<file path="src/rtl/mem_arbiter_pkg.sv">
// mem_arbiter_pkg: access size codes, FSM states and alignment helper for the memory arbiter
package mem_arbiter_pkg;
  localparam int MEM_TYPE_LEN = 3;
  localparam logic [MEM_TYPE_LEN-1:0] MEM_B  = 3'd0;
  localparam logic [MEM_TYPE_LEN-1:0] MEM_H  = 3'd1;
  localparam logic [MEM_TYPE_LEN-1:0] MEM_W  = 3'd2;
  localparam logic [MEM_TYPE_LEN-1:0] MEM_BU = 3'd4;
  localparam logic [MEM_TYPE_LEN-1:0] MEM_HU = 3'd5;
  typedef enum logic [1:0] {IDLE, WAIT, DONE} state_t;
  function automatic logic misaligned(input logic [MEM_TYPE_LEN-1:0] t, input logic [1:0] a);
    return ((t == MEM_H || t == MEM_HU) && a[0]) || (t == MEM_W && a != 2'b00);
  endfunction
endpackage

</file>
<file path="src/rtl/mem_arbiter_if.sv">
// mem_arbiter_if: fetch, load/store and memory bus signals of the arbiter
interface mem_arbiter_if #(parameter int XLEN = 32);
  logic                                     if_req;
  logic [XLEN-1:0]                          if_addr;
  logic                                     if_ready;
  logic [XLEN-1:0]                          if_rdata;
  logic                                     ls_req;
  logic                                     ls_we;
  logic [XLEN-1:0]                          ls_addr;
  logic [mem_arbiter_pkg::MEM_TYPE_LEN-1:0] ls_type;
  logic [XLEN-1:0]                          ls_wdata;
  logic                                     ls_ready;
  logic [XLEN-1:0]                          ls_rdata;
  logic                                     ls_err;
  logic                                     mem_en;
  logic                                     mem_we;
  logic [3:0]                               mem_wmask;
  logic [XLEN-1:0]                          mem_addr;
  logic [XLEN-1:0]                          mem_wdata;
  logic [XLEN-1:0]                          mem_rdata;
  modport master (
    input  if_req, if_addr, ls_req, ls_we, ls_addr, ls_type, ls_wdata, mem_rdata,
    output if_ready, if_rdata, ls_ready, ls_rdata, ls_err, mem_en, mem_we, mem_wmask, mem_addr, mem_wdata
  );
  modport slave (
    output if_req, if_addr, ls_req, ls_we, ls_addr, ls_type, ls_wdata, mem_rdata,
    input  if_ready, if_rdata, ls_ready, ls_rdata, ls_err, mem_en, mem_we, mem_wmask, mem_addr, mem_wdata
  );
endinterface

</file>
<file path="src/rtl/mem_arbiter_store.sv">
// mem_store: byte-lane write mask and lane-replicated store data
module mem_store
  import mem_arbiter_pkg::*;
(
  input  logic [1:0]              addr,
  input  logic [31:0]             data,
  input  logic [MEM_TYPE_LEN-1:0] store_type,
  output logic [3:0]              wmask,
  output logic [31:0]             wdata
);
  logic word, half;
  always_comb begin
    word  = store_type == MEM_W;
    half  = store_type == MEM_H || store_type == MEM_HU;
    wmask = word ? 4'b1111 : (half ? 4'b0011 : 4'b0001) << addr;
    wdata = word ? data : half ? {2{data[15:0]}} : {4{data[7:0]}};
  end
endmodule

</file>
<file path="src/rtl/mem_arbiter.sv">
// mem_arbiter: round-robin arbiter between fetch and load/store ports onto one fixed-latency memory
module mem_arbiter
  import mem_arbiter_pkg::*;
#(
  parameter int XLEN        = 32,
  parameter int MEM_LATENCY = 1
) (
  input logic          clk,
  input logic          reset,
  mem_arbiter_if.master bus
);
  state_t      state;
  logic [2:0]  cnt;
  logic        last_ls, if_elig, ls_elig, grant_ls, mis;
  logic [3:0]  st_mask;
  logic [31:0] st_data;
  mem_store u_store (
    .addr       (bus.ls_addr[1:0]),
    .data       (bus.ls_wdata),
    .store_type (bus.ls_type),
    .wmask      (st_mask),
    .wdata      (st_data)
  );
  always_comb begin
    if_elig  = bus.if_req && !bus.if_ready;
    ls_elig  = bus.ls_req && !bus.ls_ready && !bus.ls_err;
    grant_ls = ls_elig && (!if_elig || !last_ls);
    mis      = misaligned(bus.ls_type, bus.ls_addr[1:0]);
  end
  always_ff @(posedge clk) begin
    if (reset) begin
      state         <= IDLE;
      cnt           <= '0;
      last_ls       <= 1'b0;
      bus.if_ready  <= 1'b0;
      bus.ls_ready  <= 1'b0;
      bus.ls_err    <= 1'b0;
      bus.mem_en    <= 1'b0;
      bus.mem_we    <= 1'b0;
      bus.mem_wmask <= '0;
      bus.mem_addr  <= '0;
      bus.mem_wdata <= '0;
      bus.if_rdata  <= '0;
      bus.ls_rdata  <= '0;
    end else begin
      bus.if_ready  <= 1'b0;
      bus.ls_ready  <= 1'b0;
      bus.ls_err    <= 1'b0;
      bus.mem_en    <= 1'b0;
      bus.mem_we    <= 1'b0;
      bus.mem_wmask <= '0;
      case (state)
        IDLE: begin
          if (grant_ls) begin
            last_ls    <= 1'b1;
            bus.ls_err <= mis;
            if (!mis) begin
              bus.mem_en    <= 1'b1;
              bus.mem_we    <= bus.ls_we;
              bus.mem_wmask <= bus.ls_we ? st_mask : 4'b0000;
              bus.mem_addr  <= bus.ls_addr & ~XLEN'(3);
              bus.mem_wdata <= bus.ls_we ? st_data : bus.mem_wdata;
              cnt           <= 3'(MEM_LATENCY);
              state         <= WAIT;
            end
          end else if (if_elig) begin
            last_ls      <= 1'b0;
            bus.mem_en   <= 1'b1;
            bus.mem_addr <= bus.if_addr & ~XLEN'(3);
            cnt          <= 3'(MEM_LATENCY);
            state        <= WAIT;
          end
        end
        WAIT: begin
          cnt   <= cnt - 3'd1;
          state <= cnt == 3'd1 ? DONE : WAIT;
        end
        DONE: begin
          state        <= IDLE;
          bus.ls_ready <= last_ls;
          bus.if_ready <= !last_ls;
          bus.ls_rdata <= last_ls ? bus.mem_rdata : bus.ls_rdata;
          bus.if_rdata <= last_ls ? bus.if_rdata : bus.mem_rdata;
        end
        default: state <= IDLE;
      endcase
    end
  end
endmodule

</file>
<file path="src/flat_wrapper.sv">
// flat-port wrapper written by rule: the top's interface ports become plain ports
module mem_arbiter_flat import mem_arbiter_pkg::*;
#(
  parameter int XLEN        = 32,
  parameter int MEM_LATENCY = 1
)
  (clk, reset, bus_if_req, bus_if_addr, bus_ls_req, bus_ls_we, bus_ls_addr, bus_ls_type, bus_ls_wdata, bus_mem_rdata, bus_if_ready, bus_if_rdata, bus_ls_ready, bus_ls_rdata, bus_ls_err, bus_mem_en, bus_mem_we, bus_mem_wmask, bus_mem_addr, bus_mem_wdata);
  mem_arbiter_if #(.XLEN(XLEN)) bus_i ();
  input logic clk;
  input logic reset;
  input wire logic [$bits(bus_i.if_req)-1:0] bus_if_req;
  input wire logic [$bits(bus_i.if_addr)-1:0] bus_if_addr;
  input wire logic [$bits(bus_i.ls_req)-1:0] bus_ls_req;
  input wire logic [$bits(bus_i.ls_we)-1:0] bus_ls_we;
  input wire logic [$bits(bus_i.ls_addr)-1:0] bus_ls_addr;
  input wire logic [$bits(bus_i.ls_type)-1:0] bus_ls_type;
  input wire logic [$bits(bus_i.ls_wdata)-1:0] bus_ls_wdata;
  input wire logic [$bits(bus_i.mem_rdata)-1:0] bus_mem_rdata;
  output wire logic [$bits(bus_i.if_ready)-1:0] bus_if_ready;
  output wire logic [$bits(bus_i.if_rdata)-1:0] bus_if_rdata;
  output wire logic [$bits(bus_i.ls_ready)-1:0] bus_ls_ready;
  output wire logic [$bits(bus_i.ls_rdata)-1:0] bus_ls_rdata;
  output wire logic [$bits(bus_i.ls_err)-1:0] bus_ls_err;
  output wire logic [$bits(bus_i.mem_en)-1:0] bus_mem_en;
  output wire logic [$bits(bus_i.mem_we)-1:0] bus_mem_we;
  output wire logic [$bits(bus_i.mem_wmask)-1:0] bus_mem_wmask;
  output wire logic [$bits(bus_i.mem_addr)-1:0] bus_mem_addr;
  output wire logic [$bits(bus_i.mem_wdata)-1:0] bus_mem_wdata;
  assign bus_i.if_req = bus_if_req;
  assign bus_i.if_addr = bus_if_addr;
  assign bus_i.ls_req = bus_ls_req;
  assign bus_i.ls_we = bus_ls_we;
  assign bus_i.ls_addr = bus_ls_addr;
  assign bus_i.ls_type = bus_ls_type;
  assign bus_i.ls_wdata = bus_ls_wdata;
  assign bus_i.mem_rdata = bus_mem_rdata;
  assign bus_if_ready = bus_i.if_ready;
  assign bus_if_rdata = bus_i.if_rdata;
  assign bus_ls_ready = bus_i.ls_ready;
  assign bus_ls_rdata = bus_i.ls_rdata;
  assign bus_ls_err = bus_i.ls_err;
  assign bus_mem_en = bus_i.mem_en;
  assign bus_mem_we = bus_i.mem_we;
  assign bus_mem_wmask = bus_i.mem_wmask;
  assign bus_mem_addr = bus_i.mem_addr;
  assign bus_mem_wdata = bus_i.mem_wdata;
  mem_arbiter #(.XLEN(XLEN), .MEM_LATENCY(MEM_LATENCY)) u_core (.clk(clk), .reset(reset), .bus(bus_i));
endmodule
</file>
<file path="config.mk">
export PLATFORM = sky130hd
export DESIGN_NAME = mem_arbiter_flat
export DESIGN_NICKNAME = d
export VERILOG_FILES = /design/src/rtl/mem_arbiter_pkg.sv /design/src/rtl/mem_arbiter_if.sv /design/src/rtl/mem_arbiter_store.sv /design/src/rtl/mem_arbiter.sv /design/src/flat_wrapper.sv
export SDC_FILE = /design/constraint.sdc
export NUM_CORES = 1
export LEC_CHECK = 0
export BUFFER_PORTS_ARGS = -buffer_cell sky130_fd_sc_hd__buf_2
export CAP_MARGIN = 10
export CORE_MARGIN = 8
export CORE_UTILIZATION = 40
export DETAILED_ROUTE_END_ITERATION = 10
export PLACE_DENSITY = 0.71
export SLEW_MARGIN = 20
export SYNTH_ARGS = -nofsm -noshare
export SYNTH_HDL_FRONTEND = slang
export SYNTH_SLANG_ARGS = --single-unit
export TNS_END_PERCENT = 1
</file>
<file path="constraint.sdc">
create_clock -name clk -period 2.2 [get_ports clk]
set_clock_uncertainty 0.1 [all_clocks]
set_input_delay 0.11 -clock clk [delete_from_list [all_inputs] [get_ports clk]]
set_output_delay 0.11 -clock clk [all_outputs]
set_load 0.02 [all_outputs]
</file>
; ---- Word-level counts from Yosys, hierarchy flattened
; Index checks and enable logic that the tools add are counted.
; W data, S select, Z words.
[word_totals]
out_inout_bits = 137
ram_bits = 0
inputBits = 136
n_memories = 0
word_cells = 81
reg_bits = 143
latch_bits = 0
rom_bits = 0
[op_classes]
eq_ne = 9
order_cmp = 0
reduce_logical = 30
n_bitwise = 6
n_mux = 21
multipliers = 0
shifts = 1
n_div = 0
addsub = 1
[op_table]
columns = op, n
row1 = $mux W32, 5
row2 = $mux W2, 5
row3 = $mux W3, 3
row4 = $reduce_and A2 Y1, 4
row5 = $eq A3 B1 Y1 const B, 2
row6 = $logic_and A1 B1 Y1, 6
row7 = $not A1 Y1, 6
row8 = $pmux W3 S2, 1
row9 = $reduce_and A3 Y1, 2
row10 = $reduce_bool A2 Y1, 3
row11 = $logic_not A1 Y1, 5
row12 = $mux W1, 5
row13 = $reduce_or A5 Y1, 1
row14 = $mux W4, 1
row15 = $pmux W2 S2, 1
row16 = $reduce_and A4 Y1, 1
row17 = $reduce_or A2 Y1, 2
row18 = $reduce_or A4 Y1, 1
row19 = $shl A2 B2 Y4, 1
row20 = $eq A3 B2 Y1 const B, 1
row21 = $eq A3 B3 Y1 const B, 1
row22 = $logic_or A1 B1 Y1, 3
row23 = $ne A3 B1 Y1 const B, 1
row24 = $ne A3 B3 Y1 const B, 1
row25 = 6 further kinds, 6

; ---- Logic depth before layout (Yosys ltp)
; Gate-level depths: netlist of run 1.
[depth]
word_depth = 7
ltp_mapped = 7
ltp_nobuf = 4

; ---- Cells and area by module
; From an unflattened synthesis of run 1, not the netlist that was laid out.
[hier_totals]
cells_unflattened = 726
area_unflattened_um2 = 5820.6
[modules_own_cells]
columns = mod, seq_area_each_um2, area_each_um2, cells_each, n_inst
row1 = mem_arbiter, 2822.7, 5243.8, 653, 1
row2 = mem_store, 0.0, 576.8, 73, 1

; ---- Least setup slack after synthesis of run 1
; No wires, ideal clock.
[synth_path]
path_type = register to register
start = register u_core.bus.ls_err
end = register u_core.bus.mem_addr[10]
setup_time_ns = 0.121
arrival_ns = 1.660
path_stages_with_launch = 6
path_slack_ns = 0.319
path_buffers = 1
cell_sequence = dfxtp_1 nor3b_4 nand2_1 o221ai_4 buf_6 mux2_4
[synth_between]
elab_chain_len = 5
[synth_lines]
columns = item, line_no
row1 = start: declaration, mem_arbiter_if.sv:23  ; output if_ready, if_rdata, ls_ready, ls_rdata, ls_err, mem_en, mem_we, mem_wmask, mem_addr, mem_wdata
row2 = start signal: assignment, mem_arbiter.sv:56  ; bus.ls_err <= mis;
row3 = $logic_not A1 Y1 *, mem_arbiter.sv:26  ; ls_elig = bus.ls_req && !bus.ls_ready && !bus.ls_err;
row4 = $logic_and A1 B1 Y1 *, mem_arbiter.sv:26
row5 = $logic_and A1 B1 Y1 *, mem_arbiter.sv:27  ; grant_ls = ls_elig && (!if_elig || !last_ls);
row6 = $ne A2 B2 Y1 (no source line) / $reduce_bool A2 Y1 (equally long branches), n/a
row7 = $reduce_and A3 Y1 (no source line), n/a
row8 = end signal: assignment, mem_arbiter.sv:61  ; bus.mem_addr <= bus.ls_addr & ~XLEN'(3);
row9 = end signal: assignment, mem_arbiter.sv:69  ; bus.mem_addr <= bus.if_addr & ~XLEN'(3);
row10 = end: declaration, mem_arbiter_if.sv:23
; Every way passes the cells marked *; elsewhere a longest branch is shown, timed or not.
; A chain may end at the register's enable or synchronous reset.

; ---- Final worst setup path of run 1
[layout_path]
start = input port bus_ls_type[2]
end = register u_core.bus.mem_wmask[0]
[layout_between]
elab_chain_len = 5
[layout_lines]
columns = item, line_no
row1 = start: declaration, flat_wrapper.sv:16  ; input wire logic [$bits(bus_i.ls_type)-1:0] bus_ls_type;
row2 = $eq A3 B1 Y1 / $eq A3 B3 Y1 (equally long branches), "mem_arbiter_pkg.sv:11, mem_arbiter_store.sv:14"
row3 = $logic_or A1 B1 Y1, "mem_arbiter_pkg.sv:11, mem_arbiter_store.sv:14"
row4 = $mux W2 / $logic_and A1 B1 Y1 (equally long branches), "mem_arbiter_store.sv:15, mem_arbiter_pkg.sv:11"
row5 = $shl A2 B2 Y4 / $logic_or A1 B1 Y1 (equally long branches), "mem_arbiter_store.sv:15, mem_arbiter_pkg.sv:11"
row6 = $mux W4 / $reduce_or A5 Y1 (equally long branches), n/a
row7 = end signal: assignment, mem_arbiter.sv:60  ; bus.mem_wmask <= bus.ls_we ? st_mask : 4'b0000;
row8 = end: declaration, mem_arbiter_if.sv:23
; Several ways; a longest one is shown, not always the timed one.

==> flow_summary.yaml, run 1 <==
global_routing:
  grt_util_all_layers_pct: 20.6
  grt.overflow.total: 0
  grt_start_max_net_pins: 85
  grt_pass1_vias: 6489
  grt_antenna_before_repair: 0
  grt_pass1_wl_um: 33100
route:
  wl_per_cell_um: 16.4
  drc: 0
  wirelength_um: 20600
  avgViaCountPerCell: 5.15
  vias: 6473
  dr.first_iter.drc_count: 391
  firstDrtPassIters: 5
  ant_nets: 0
sta:
  fmaxAchievable_mhz: 503
  max_slew_margin_pct: 60.5
  hold_slack_ps: 22.5
  setup_viol: 0
  fin_tns_setup_ps: 0
  rsz0062_at_grt: "no"
  min_period_ps: 1990
  fin_crit_sh_pct: 90.3
  setup_ws_ps: 213
  hold_viol: 0
  drv_slew: 0
  max_slew.worst_pin.slew_ps: 591
setup_path:
  cp-start-kind: "primary input"
  crit_family: "buffers and inverters"
  cp-end-kind: "flop"
  cp.depth: 7
  critPathMaxStageDelay_ps: 580
  worstPathArrival_ps: 2240
  crit_type: "in -> reg"
  cp_num_buf_inv: 4
  worstRegToRegCells: 5
  crit_fanout: 2
  cp_slowest_cell: "dlygate4sd3_1"
  crit_top_cell: "dlygate4sd3_1"
  worstPathCellList: "dlygate4sd3_1 > buf_2 > nor3b_4 > dlygate4sd3_1 > nor2_1 > dlygate4sd3_1 > nor2_1"
  required_ps: 2450
logic_synthesis:
  yosysMostFrequentCell: "nand2_1"
  ys_ff_latch: 141
  synth-edff-count: 0
  synthCells: 740
  syn_area_um2: 6110
  synth_top_area_share_pct: 46.2
  ys_async_sr_fraction_pct: 0
  yosys.area.top_type: "dfxtp_1"
  yosys-top-cells-area: "dfxtp_1 (46%), nand2_1 (11%), a21oi_1 (10%)"
  yosysWarningCount: 0
  seq_area_frac_synth_pct: 46.2
  avgSynthCellArea_um2: 8.25
  ys_types: 47
  synthTopCellsByCount: "nand2_1 (178), dfxtp_1 (141), a21oi_1 (122)"
  synthFlopType: "dfxtp_1"
final_layout:
  fin_nets: 1192
  design_area_um2: 8940
  drive_gt1_share_pct: 34.1
  area_growth_syn_to_layout_pct: 46.4
  finalNonFillerCells: 1257
clock_network:
  post_cts_buffers: 0
  clk_path_buf_depth: 2
  tritoncts: "built"
  clkSinkCount: 141
  cts-root-buf: "clkbuf_16"
  cts_buffers: 17
  htreeDepth: 4
  clk_latency_ps: 410
  clk_pin_slew_ps: 60
run:
  cap_violations: 0
power_and_ir_drop:
  ir_drop_mv: 0.441
  power_density_nw_per_um2: 781
  p_leak_nw: 4.01
die:
  die-width_um: 140
  ioPinCount: 273
  row_count: 45
  die_area_um2: 19500
  core_um2: 15100
  start_util_pct: 40.5
  die_h_um: 140
run_status:
  status: "completed"
place:
  portBuffers: 268
  pre_cts_ws_ps: 34.5
  hpwl_um: 13600
  placedCellCount: 1152
  place_area_um2: 7610
  gp_congestion: 0.860
worst_hold_path:
  hp-class: "in -> reg"
  hold_depth: 4
where the power goes:
group,internal (mW),total (mW),switching (mW)
Combinational,0.555,1.24,0.684
Clock,1.81,2.98,1.18
Sequential,2.70,2.76,0.0681
layout make-up:
cell class	count	area (um2)
fill	1302	6150
multi-input combinational	522	2970
sequential	141	2820
timing repair buffer	357	2240
clock buffer	17	425
tap	188	235
clock inverter	15	188
inverter	15	56.3
antenna	2	5.00
worst min-delay path, delay by kind of cell:
kind	cells	cell delay (ps)
mux	1	140
buf+inv	1	70
compound gates	1	120
simple gates	1	50
routing by layer:
metal / part of all wire [%] / track usage, % / vias to the layer above
met1: 40 / 23.4 / 2993
met5: 0 / 0 / -
met4: 3.9 / 10.2 / 0
li1: - / - / 3161
met2: 47 / 33.2 / 260
met3: 8.9 / 8.14 / 59
metrics by stage:
step	utilization [%]	power, mW
floorplan	-	3.54
global placement	50.4	3.94
detailed placement	50.4	3.95
CTS	59.2	7.04
global route	59.2	7.27
finish	59.3	6.99
flip-flops by register name, indices dropped and copies added (netlist names):
signal and count:
u_core.cnt 3, u_core.bus.mem_wmask 4, u_core.bus.ls_rdata 32, u_core.bus.mem_we 1
u_core.bus.ls_ready 1, u_core.state 2, u_core.bus.if_ready 1, u_core.bus.ls_err 1
u_core.bus.mem_addr 30, u_core.bus.mem_en 1, u_core.bus.mem_wdata 32, u_core.bus.if_rdata 32
u_core.last_ls 1
logic make-up after synthesis:
logic type	synth area share (%)
AND/OR/NAND/NOR	21.0
adder cells (fa/ha/maj)	0.410
multiplexers	6.92
other	0.0614
AO/OA/AOI/OAI	19.8
flip-flops	46.2
buffers and inverters	5.57
layout by cell type (no fill, tap or decap), types with 2 or more instances in the layout:
cell type      count
inv_6              4
dfxtp_1          141
a311oi_1           7
a21oi_1          122
nand3b_1           4
diode_2            2
conb_1             2
nand3_1           39
nor2b_1           32
or3_1              3
a31oi_1            3
nand2b_1           2
nor3b_4            2
ha_1               2
a32oi_1           16
buf_4             15
clkbuf_16         17
bufinv_16          3
clkinvlp_4         5
dlygate4sd3_1     71
mux2_2            10
buf_2            267
mux2_4            20
o311a_1            2
buf_12             4
o21ai_0           47
inv_1             14
nor2_1            10
nand2_1          178
final timing paths:
path                                         start                                     to  slack (ps)
min reg2reg  u_core.bus.mem_wdata[28]$_SDFFE_PP0P_  u_core.bus.mem_wdata[28]$_SDFFE_PP0P_         340
min                                bus_ls_addr[17]   u_core.bus.mem_addr[17]$_SDFFE_PP0P_          20
max reg2reg           u_core.bus.ls_err$_SDFF_PP0_   u_core.bus.mem_addr[31]$_SDFFE_PP0P_         250
max                                 bus_ls_type[2]     u_core.bus.mem_wmask[0]$_SDFF_PP0_         210
timing repair:
item / CTS / global route
endpoints found under the setup margin: 0 / 26
hold buffers: 71 / 0
resized for setup: 0 / 2
hold endpoints to repair: 101 / 0
No activity file was read; power rests on OpenSTA's default activity.
==> run 2, diff against run 1 <==
- CORE_UTILIZATION: 40 -> 35
- PLACE_DENSITY: 0.71 -> 0.63
==> flow_summary.yaml, run 2 (synthesis gave the netlist of run 1 again) <==
global_routing:
  grt_pass1_wl_um: 33000
  grt_start_max_net_pins: 83
  grt_pass1_vias: 6360
  grt_antenna_before_repair: 1
  grt.overflow.total: 0
  grt_util_all_layers_pct: 18.5
final_layout:
  largest_registers: "u_core.bus.if_rdata: 32 flops, u_core.bus.ls_rdata: 32 flops, u_core.bus.mem_wdata: 32 flops"
  finalNonFillerCells: 1296
  design_area_um2: 8940
  final_cell_mix: "buf_2 (267), nand2_1 (178), dfxtp_1 (141)"
  drive_gt1_share_pct: 34.2
  area_growth_syn_to_layout_pct: 46.4
  filler_cell_count: 1633
  multiInputGateArea_um2: 2970
  fin_nets: 1195
  ff_latch_area_um2: 2820
  final_common_cell: "buf_2"
  finalCoreUtilization_pct: 52.0
power_and_ir_drop:
  switching_share_pct: 29.7
  power_density_nw_per_um2: 757
  clkPwrFrac_pct: 40.9
  switchingPower_mw: 2.01
  internal_power_mw: 4.75
  p_leak_nw: 4.01
  comb_power_share_pct: 18.3
  ir_drop_mv: 0.527
  finalPower_mw: 6.77
  p_seq_share_pct: 40.9
die:
  die-width_um: 148
  ioPinCount: 273
  die_h_um: 148
  die_area_um2: 21900
  start_util_pct: 35.6
  row_count: 48
  core_um2: 17200
place:
  placedCellCount: 1191
  hpwl_um: 14000
  gp_congestion: 0.815
  place_area_um2: 7640
  pre_cts_ws_ps: 40.6
  portBuffers: 268
route:
  vias: 6390
  ant_nets: 0
  wirelength_um: 20900
  wl_per_cell_um: 16.2
  dr.first_iter.drc_count: 255
  avgViaCountPerCell: 4.93
  firstDrtPassIters: 5
  drc: 0
clock_network:
  clk_latency_ps: 410
  cts_buffers: 17
  post_cts_buffers: 0
  clk_pin_slew_ps: 60
  clkSinkCount: 141
  tritoncts: "built"
  htreeDepth: 4
  clk_path_buf_depth: 2
  cts-root-buf: "clkbuf_16"
sta:
  setup_viol: 0
  drv_slew: 0
  min_period_ps: 1960
  max_slew.worst_pin.slew_ps: 612
  fin_crit_sh_pct: 89.1
  fmaxAchievable_mhz: 510
  hold_slack_ps: 14.9
  rsz0062_at_grt: "no"
  hold_viol: 0
  max_slew_margin_pct: 59.1
  fin_tns_setup_ps: 0
  setup_ws_ps: 239
run_status:
  status: "completed"
setup_path:
  cp_num_buf_inv: 1
  crit_type: "reg -> reg"
  crit_fanout: 31
  required_ps: 2400
  cp-end-kind: "flop"
  crit_family: "simple AND/OR/NAND/NOR gates"
  worstPathArrival_ps: 2160
  cp_slowest_cell: "mux2_2"
  cp-start-kind: "flop"
  critPathMaxStageDelay_ps: 370
  worstPathCellList: "nor3b_4 > nand2_1 > o221ai_4 > buf_12 > mux2_2"
run:
  cap_violations: 0
worst_hold_path:
  hp-class: "in -> reg"
==> run 2: cell types whose count changed in the layout (fill, tap and decap cells not counted) <==
cell	before	now
buf_4	15	19
buf_12	4	2
bufinv_16	3	0
diode_2	2	1
clkinv_8	0	1
nor3b_4	2	1
dlygate4sd3_1	71	72
clkinv_2	1	0
clkinv_4	1	3
nor3b_2	1	2
inv_8	1	3
clkinvlp_4	5	0
inv_6	4	8
==> run 2: power by group through the flow <==
| stage | Clock (mW) | Combinational, mW | Sequential, mW |
|---|---|---|---|
| floorplan | 0 | 0.569 | 2.97 |
| global placement | 0 | 1.12 | 2.82 |
| detailed placement | 0 | 1.13 | 2.82 |
| CTS | 2.85 | 1.24 | 2.76 |
| global route | 2.97 | 1.34 | 2.78 |
| finish | 2.77 | 1.24 | 2.76 |
==> run 2: worst min-delay path: stages <==
cell     delay, ps
buf_2           80
nand3_1         50
a21oi_1        110
mux2_2         140
==> run 2: path summary, 6_finish.rpt <==
path | start | to | slack (ps) | cells after the start
worst max-delay path | u_core.bus.ls_err$_SDFF_PP0_ | u_core.bus.mem_addr[30]$_SDFFE_PP0P_ | 240 | 5
worst min-delay path | bus_ls_addr[29] | u_core.bus.mem_addr[29]$_SDFFE_PP0P_ | 10 | 4
worst max register to register | u_core.bus.ls_err$_SDFF_PP0_ | u_core.bus.mem_addr[30]$_SDFFE_PP0P_ | 240 | 5
worst min register to register | u_core.bus.mem_wdata[29]$_SDFFE_PP0P_ | u_core.bus.mem_wdata[29]$_SDFFE_PP0P_ | 340 | 2
==> run 2: layer usage <==
layer / GRT usage [%] / up-vias / part of all wire (%)
met5: 0 / - / 0
met4: 7.80 / 0 / 3.3
met3: 7.29 / 48 / 9.4
met2: 30.0 / 247 / 47
met1: 21.3 / 2926 / 40
li1: - / 3169 / -
==> run 2: layout make-up <==
cell class                 instances  share of cell area, %
multi-input combinational        522                   33.2
sequential                       141                   31.6
timing repair buffer             360                   25.1
clock buffer                      17                   4.76
tap                              225                   3.15
clock inverter                    15                   1.64
inverter                          15                  0.630
antenna                            1                 0.0280
==> run 2: repair_timing <==
item                       4_1_cts  5_1_grt
setup endpoints to repair        0       24
hold buffers                    72        0
resized for setup                0        2
hold endpoints to repair       109        0
